**src/rtl/alu_ctrl_pkg.sv**
```systemverilog
// Shared definitions for the ALU sharing controller: opcodes, FSM states, widths.
package alu_ctrl_pkg;

    localparam int unsigned OP_W  = 3;
    localparam int unsigned CNT_W = 4;

    localparam logic [OP_W-1:0] OP_MOV  = 3'b000;
    localparam logic [OP_W-1:0] OP_NOT  = 3'b001;
    localparam logic [OP_W-1:0] OP_ADD  = 3'b010;
    localparam logic [OP_W-1:0] OP_NOR  = 3'b011;
    localparam logic [OP_W-1:0] OP_SUB  = 3'b100;
    localparam logic [OP_W-1:0] OP_NAND = 3'b101;
    localparam logic [OP_W-1:0] OP_AND  = 3'b110;
    localparam logic [OP_W-1:0] OP_SLT  = 3'b111;

    typedef enum logic [1:0] {
        S_IDLE = 2'd0,
        S_EXEC = 2'd1,
        S_RESP = 2'd2
    } state_t;

endpackage

```
**src/rtl/rr_arb2.sv**
```systemverilog
// Combinational two-way round-robin arbiter: on a tie the port that did not win last time is granted.
module rr_arb2 (
    input  logic [1:0] req,
    input  logic       last,
    output logic [1:0] gnt,
    output logic       idx
);

    // One-hot grant plus its index
    always_comb begin
        gnt = 2'b00;
        idx = 1'b0;
        case (req)
            2'b01: begin
                gnt = 2'b01;
                idx = 1'b0;
            end
            2'b10: begin
                gnt = 2'b10;
                idx = 1'b1;
            end
            2'b11: begin
                if (last) begin
                    gnt = 2'b01;
                    idx = 1'b0;
                end else begin
                    gnt = 2'b10;
                    idx = 1'b1;
                end
            end
            default: begin
                gnt = 2'b00;
                idx = 1'b0;
            end
        endcase
    end

endmodule

```
**src/rtl/alu_share_ctrl.sv**
```systemverilog
// Shares one combinational ALU between two requesters: arbitrate, hold operands
// on the ALU for ALU_LAT cycles, capture the result and return it to the winner.
module alu_share_ctrl
    import alu_ctrl_pkg::*;
#(
    parameter int unsigned N       = 32,
    parameter int unsigned ALU_LAT = 1
) (
    input  logic                clk,
    input  logic                rst,
    input  logic [1:0]          req_valid,
    output logic [1:0]          req_ready,
    input  logic [2*OP_W-1:0]   req_op,
    input  logic [2*N-1:0]      req_a,
    input  logic [2*N-1:0]      req_b,
    input  logic [1:0]          req_cin,
    output logic [1:0]          rsp_valid,
    input  logic [1:0]          rsp_ready,
    output logic [N-1:0]        rsp_result,
    output logic                rsp_cout,
    output logic [OP_W-1:0]     alu_op,
    output logic [N-1:0]        alu_a,
    output logic [N-1:0]        alu_b,
    output logic                alu_cin,
    input  logic [N-1:0]        alu_result,
    input  logic                alu_cout,
    output logic                busy
);

    localparam logic [CNT_W-1:0] LAST_CNT = CNT_W'(ALU_LAT - 1);

    state_t            state_q, state_d;
    logic              last_q, last_d;
    logic              g_q, g_d;
    logic [CNT_W-1:0]  cnt_q, cnt_d;
    // Operand registers double as the ALU drive: zero outside EXEC keeps the ALU quiet
    logic [OP_W-1:0]   op_q, op_d;
    logic [N-1:0]      a_q, a_d;
    logic [N-1:0]      b_q, b_d;
    logic              cin_q, cin_d;
    logic [1:0]        rsp_valid_q, rsp_valid_d;
    logic [N-1:0]      res_q, res_d;
    logic              cout_q, cout_d;
    logic              busy_q, busy_d;

    logic [1:0]        arb_gnt;
    logic              arb_idx;
    logic              accept;

    rr_arb2 u_arb (
        .req  (req_valid),
        .last (last_q),
        .gnt  (arb_gnt),
        .idx  (arb_idx)
    );

    // Request acceptance is only offered while idle and out of reset
    always_comb begin
        req_ready = 2'b00;
        if (state_q == S_IDLE && !rst) begin
            req_ready = arb_gnt;
        end
    end

    assign accept = |req_ready;

    // Next-state and datapath update
    always_comb begin
        state_d     = state_q;
        last_d      = last_q;
        g_d         = g_q;
        cnt_d       = cnt_q;
        op_d        = op_q;
        a_d         = a_q;
        b_d         = b_q;
        cin_d       = cin_q;
        rsp_valid_d = rsp_valid_q;
        res_d       = res_q;
        cout_d      = cout_q;

        case (state_q)
            S_IDLE: begin
                if (accept) begin
                    state_d = S_EXEC;
                    g_d     = arb_idx;
                    last_d  = arb_idx;
                    cnt_d   = '0;
                    op_d    = arb_idx ? req_op[2*OP_W-1:OP_W] : req_op[OP_W-1:0];
                    a_d     = arb_idx ? req_a[2*N-1:N] : req_a[N-1:0];
                    b_d     = arb_idx ? req_b[2*N-1:N] : req_b[N-1:0];
                    cin_d   = req_cin[arb_idx];
                end
            end
            S_EXEC: begin
                if (cnt_q == LAST_CNT) begin
                    state_d     = S_RESP;
                    res_d       = alu_result;
                    cout_d      = alu_cout;
                    rsp_valid_d = g_q ? 2'b10 : 2'b01;
                    cnt_d       = '0;
                    op_d        = OP_MOV;
                    a_d         = '0;
                    b_d         = '0;
                    cin_d       = 1'b0;
                end else begin
                    cnt_d = cnt_q + CNT_W'(1);
                end
            end
            S_RESP: begin
                if (rsp_valid_q[g_q] && rsp_ready[g_q]) begin
                    state_d     = S_IDLE;
                    rsp_valid_d = 2'b00;
                end
            end
            default: begin
                state_d = S_IDLE;
            end
        endcase

        busy_d = (state_d != S_IDLE);
    end

    // State and datapath registers; reset drops any in-flight operation
    always_ff @(posedge clk or posedge rst) begin
        if (rst) begin
            state_q     <= S_IDLE;
            last_q      <= 1'b1;
            g_q         <= 1'b0;
            cnt_q       <= '0;
            op_q        <= OP_MOV;
            a_q         <= '0;
            b_q         <= '0;
            cin_q       <= 1'b0;
            rsp_valid_q <= 2'b00;
            res_q       <= '0;
            cout_q      <= 1'b0;
            busy_q      <= 1'b0;
        end else begin
            state_q     <= state_d;
            last_q      <= last_d;
            g_q         <= g_d;
            cnt_q       <= cnt_d;
            op_q        <= op_d;
            a_q         <= a_d;
            b_q         <= b_d;
            cin_q       <= cin_d;
            rsp_valid_q <= rsp_valid_d;
            res_q       <= res_d;
            cout_q      <= cout_d;
            busy_q      <= busy_d;
        end
    end

    assign alu_op     = op_q;
    assign alu_a      = a_q;
    assign alu_b      = b_q;
    assign alu_cin    = cin_q;
    assign rsp_valid  = rsp_valid_q;
    assign rsp_result = res_q;
    assign rsp_cout   = cout_q;
    assign busy       = busy_q;

endmodule

```
**config.mk**
```make
export PLATFORM = sky130hd
export DESIGN_NAME = alu_share_ctrl
export DESIGN_NICKNAME = d
export VERILOG_FILES = /design/src/rtl/alu_ctrl_pkg.sv /design/src/rtl/rr_arb2.sv /design/src/rtl/alu_share_ctrl.sv
export SDC_FILE = /design/constraint.sdc
export NUM_CORES = 1
export LEC_CHECK = 0
export BUFFER_PORTS_ARGS = -buffer_cell sky130_fd_sc_hd__clkbuf_2
export CAP_MARGIN = 20
export CELL_PAD_IN_SITES_DETAIL_PLACEMENT = 0
export CELL_PAD_IN_SITES_GLOBAL_PLACEMENT = 1
export CORE_MARGIN = 2
export CORE_UTILIZATION = 34
export CTS_CLUSTER_DIAMETER = 120
export DETAILED_ROUTE_END_ITERATION = 6
export GPL_TIMING_DRIVEN = 0
export PLACE_DENSITY = 0.89
export SLEW_MARGIN = 20
export SYNTH_ARGS = -nofsm -noshare
export SYNTH_HDL_FRONTEND = slang
export SYNTH_SLANG_ARGS = --single-unit
export TNS_END_PERCENT = 100
```
**constraint.sdc**
```tcl
create_clock -name clk -period 3.4 [get_ports clk]
set_input_delay 0.17 -clock clk [delete_from_list [all_inputs] [get_ports clk]]
set_output_delay 0.17 -clock clk [all_outputs]
set_load 0.005 [all_outputs]
```
==> run summary <==
drt pass-1 iters - 5
initial antenna violation count - 0
placed cell areas - 7280 um^2
power share of the sequential group - 34.9%
hold crit path type - in2reg
drc violations - 0
fin. max-slew vios - 0
launch point of the worst hold path - alu_result[11]
critical path, cell by cell - dlygate4sd3_1 -> clkbuf_2 -> nor3_2 -> clkbuf_1 -> nand2_1 -> a21oi_1 -> clkbuf_2
power per cell area - 915 nW/um^2
#FFs+latches synth - 112
GRT met3 Usage - 5.04%
status - completed
CTS tree - built
total negative slack - 0 ns
mean post-synth cell area - 10.3 um^2
hold path cells - 2
grt met1 use - 29.0%
layout cells sized above 1 - 44.9%
vias in the first global route - 5915
minimum clock period - 2.60 ns
Synth area leader - dfrtp_1
WL final - 20.2 mm
Commonest cells post-synth - nand3_1, dfrtp_1, a31oi_1
routed vias - 5910
yosys warns - 0
Die Ht - 132 um
Die Span X - 132 um
Clock Latency Late Sink - 0.35 ns
syn_nets - 721
Critical Path Slowest Stage Cell - nor3_2
R2R cell count - 7
Fmax - 384 MHz
core area - 15900 um^2
Port Buf Inserts - 280
Synth Flop Type - dfrtp_1
Congestion Overflow GR - 0
count leader, synth - nand3_1
Comb pwr share - 48.4%
CTS Sinks - 112
maximum vdd drop - 310 uV
Worst Hold Path EP - rsp_result[11]$_DFFE_PP0P_
Reg-to-Reg Start - cnt_q[0]$_DFFE_PP0P_
Worst EP required - 3.23 ns
max_slew headroom - 41.5%
via/cell ratio - 5.59
first-pass GRT wire length - 31.5 mm
clock network fraction of total power - 16.6%
routed len/inst - 19.1 um
Clock Tree Root - clkbuf_16
post-route cell area - 7610 um^2
Mapped Area - 5580 um^2
Sw Share - 40.3%
FILL cells - 1561
Hold Fails Final Rpt - 0
final RePlAce weighted congestion - 0.812
Final setup viols - 0
total of max-cap violations - 0
Reg2Reg Capture Point - alu_a[23]$_DFFE_PP0P_
Int Power - 4.16 mW
Top Usage Layer GRT - met2
Ports - 281
CTS H-Tree Depth - 3
unrepaired setup endpoints after global routing - false
Setup Skew - 0.00903 ns
top cell type's share of synthesized area - 49.8%
Tcrit/Tclk final - 76.6%
Tightest Pin Transition - 0.872 ns
startpoint types - primary input
Post-CTS Resized - 0
Worst Path Arrival - 2.43 ns
post-CTS setup buffers - 0
floorplan row count - 46
Leak - 3.57 nW
clk slew on worst S/H paths - 0.07 ns
GRT Util Overall - 22.7%
dpl hpwl - 14.9 mm
Post-synth EDFFs - 0
die area - 17400 um^2
crit path max fanout - 10
R2R setup slack - 1.19 ns
top post-synthesis cells by area - dfrtp_1, nand3_1, a221oi_1
starting density of the core - 35.0%
CP delay by family, top - buffers and inverters
Syn Inst Count - 544
Netlist cell types - 37
CP peak stage delay - 0.68 ns
P_sw - 2.81 mW
Ant. Diodes - 0
crit path from - rst
Area growth syn-to-layout - 36.5%
GR Layer Usage met2 - 37.9%
Synth async-reset ratio - 100%
pin count of the biggest net entering global routing - 75
Buf/Inv on CP - 4
Bufs on Longest Clock Path - 2
CP endpoint kind - output port
number of DRC markers in iteration 0 - 327
layout net count - 1014
Most common cell on crit path - clkbuf_2
register area share after synthesis - 50.3%
Crit Path Class - in2out
Post-DRT Antenna Nets - 0
CTS Buf Count - 9
## worst reg2reg max path, stage by stage (launching register included)
cell and delay (ns):
dfrtp_1 0.40, inv_1 0.10, ha_1 0.18, or3b_2 0.53, o22ai_2 0.34, buf_4 0.28, buf_6 0.17, a31oi_1 0.09
## stage by stage
step	total power, mW	utilization (%)	hold WS, ns	std cells	setup WS [ns]
3_5_place_dp	5.86	45.7	0.254	1041	1.18
6_report	6.97	47.7	0.0533	1058	0.795
3_3_place_gp	5.78	45.5	0.406	1040	-1.26
5_1_grt	7.48	47.7	0.0364	1058	0.671
2_1_floorplan	4.37	-	0.233	544	0.273
4_1_cts	7.03	47.7	0.0394	1058	0.784
## state kept, by name, indices dropped and copies added, names as in the netlist
register	flops
state_q	2
g_q	1
alu_op	3
alu_cin	1
alu_b	32
alu_a	32
last_q	1
busy	1
rsp_valid	2
rsp_cout	1
rsp_result	32
cnt_q	4
## layout make-up
type | count | area, um^2 | share of cell area, %
plain buffers | 72 | 353 | 4.64
clock buffers | 10 | 229 | 3.01
clock inverters | 6 | 91.3 | 1.20
inverters | 8 | 35.0 | 0.460
multi-input cells | 352 | 2390 | 31.4
flip-flops and latches | 112 | 2800 | 36.8
well taps | 216 | 270 | 3.55
repair buffers | 282 | 1440 | 18.9
## placed cells by master (no fill, tap or decap), drive strengths merged, types with 2 or more instances in the layout
master and instances:
a21o 2, a21oi 4, a221oi 68, a31oi 69, buf 40, bufinv 2, clkbuf 323, clkinv 3
dfrtp 111, ha 2, inv 9, mux2 33, nand2 4, nand2b 2, nand3 140, nor2 2
o21ai 8, o22ai 2, or3 2
## how the worst max path moves through the flow
stage                            endpoint  cells past startpoint
floorplan            alu_a[0]$_DFFE_PP0P_                      1
global route                 req_ready[0]                      7
detailed placement  alu_a[23]$_DFFE_PP0P_                      7
finish                       req_ready[0]                      7
CTS                          req_ready[0]                      7
global placement    alu_b[22]$_DFFE_PP0P_                      2
## routing by layer
layer	share of wire, %	wire length [um]
met5	0	0
met4	2.3	461
met3	8.1	1640
met2	48	9780
met1	41	8350
## power by group through the flow
stage          sequential (mW)  combinational [mW]  clock [mW]
2_1_floorplan             2.44                1.93           0
3_5_place_dp              2.45                3.41           0
5_1_grt                   2.51                3.73        1.24
4_1_cts                   2.43                3.41        1.19
3_3_place_gp              2.42                3.35           0
6_report                  2.43                3.37        1.16
## kinds of logic (layout without fill, tap and decap cells)
family	after synthesis	count (layout)	synth area share, %
and+or+nand+nor	156	156	14.4
adders and majority gates	2	2	0.449
muxes	33	33	6.66
buffers and inverters	80	378	6.86
xor gates and xnor gates	1	1	0.157
AOI/OAI and AO/OA	160	160	21.2
DFF	112	112	50.3
## what timing repair did
| action | 4_1_cts | 5_1_grt |
|---|---|---|
| endpoints found under the hold margin | 38 | 0 |
| hold buffers | 1 | 0 |
| endpoints found under the setup margin | 0 | 0 |
Power figures use the tool's default switching activity.
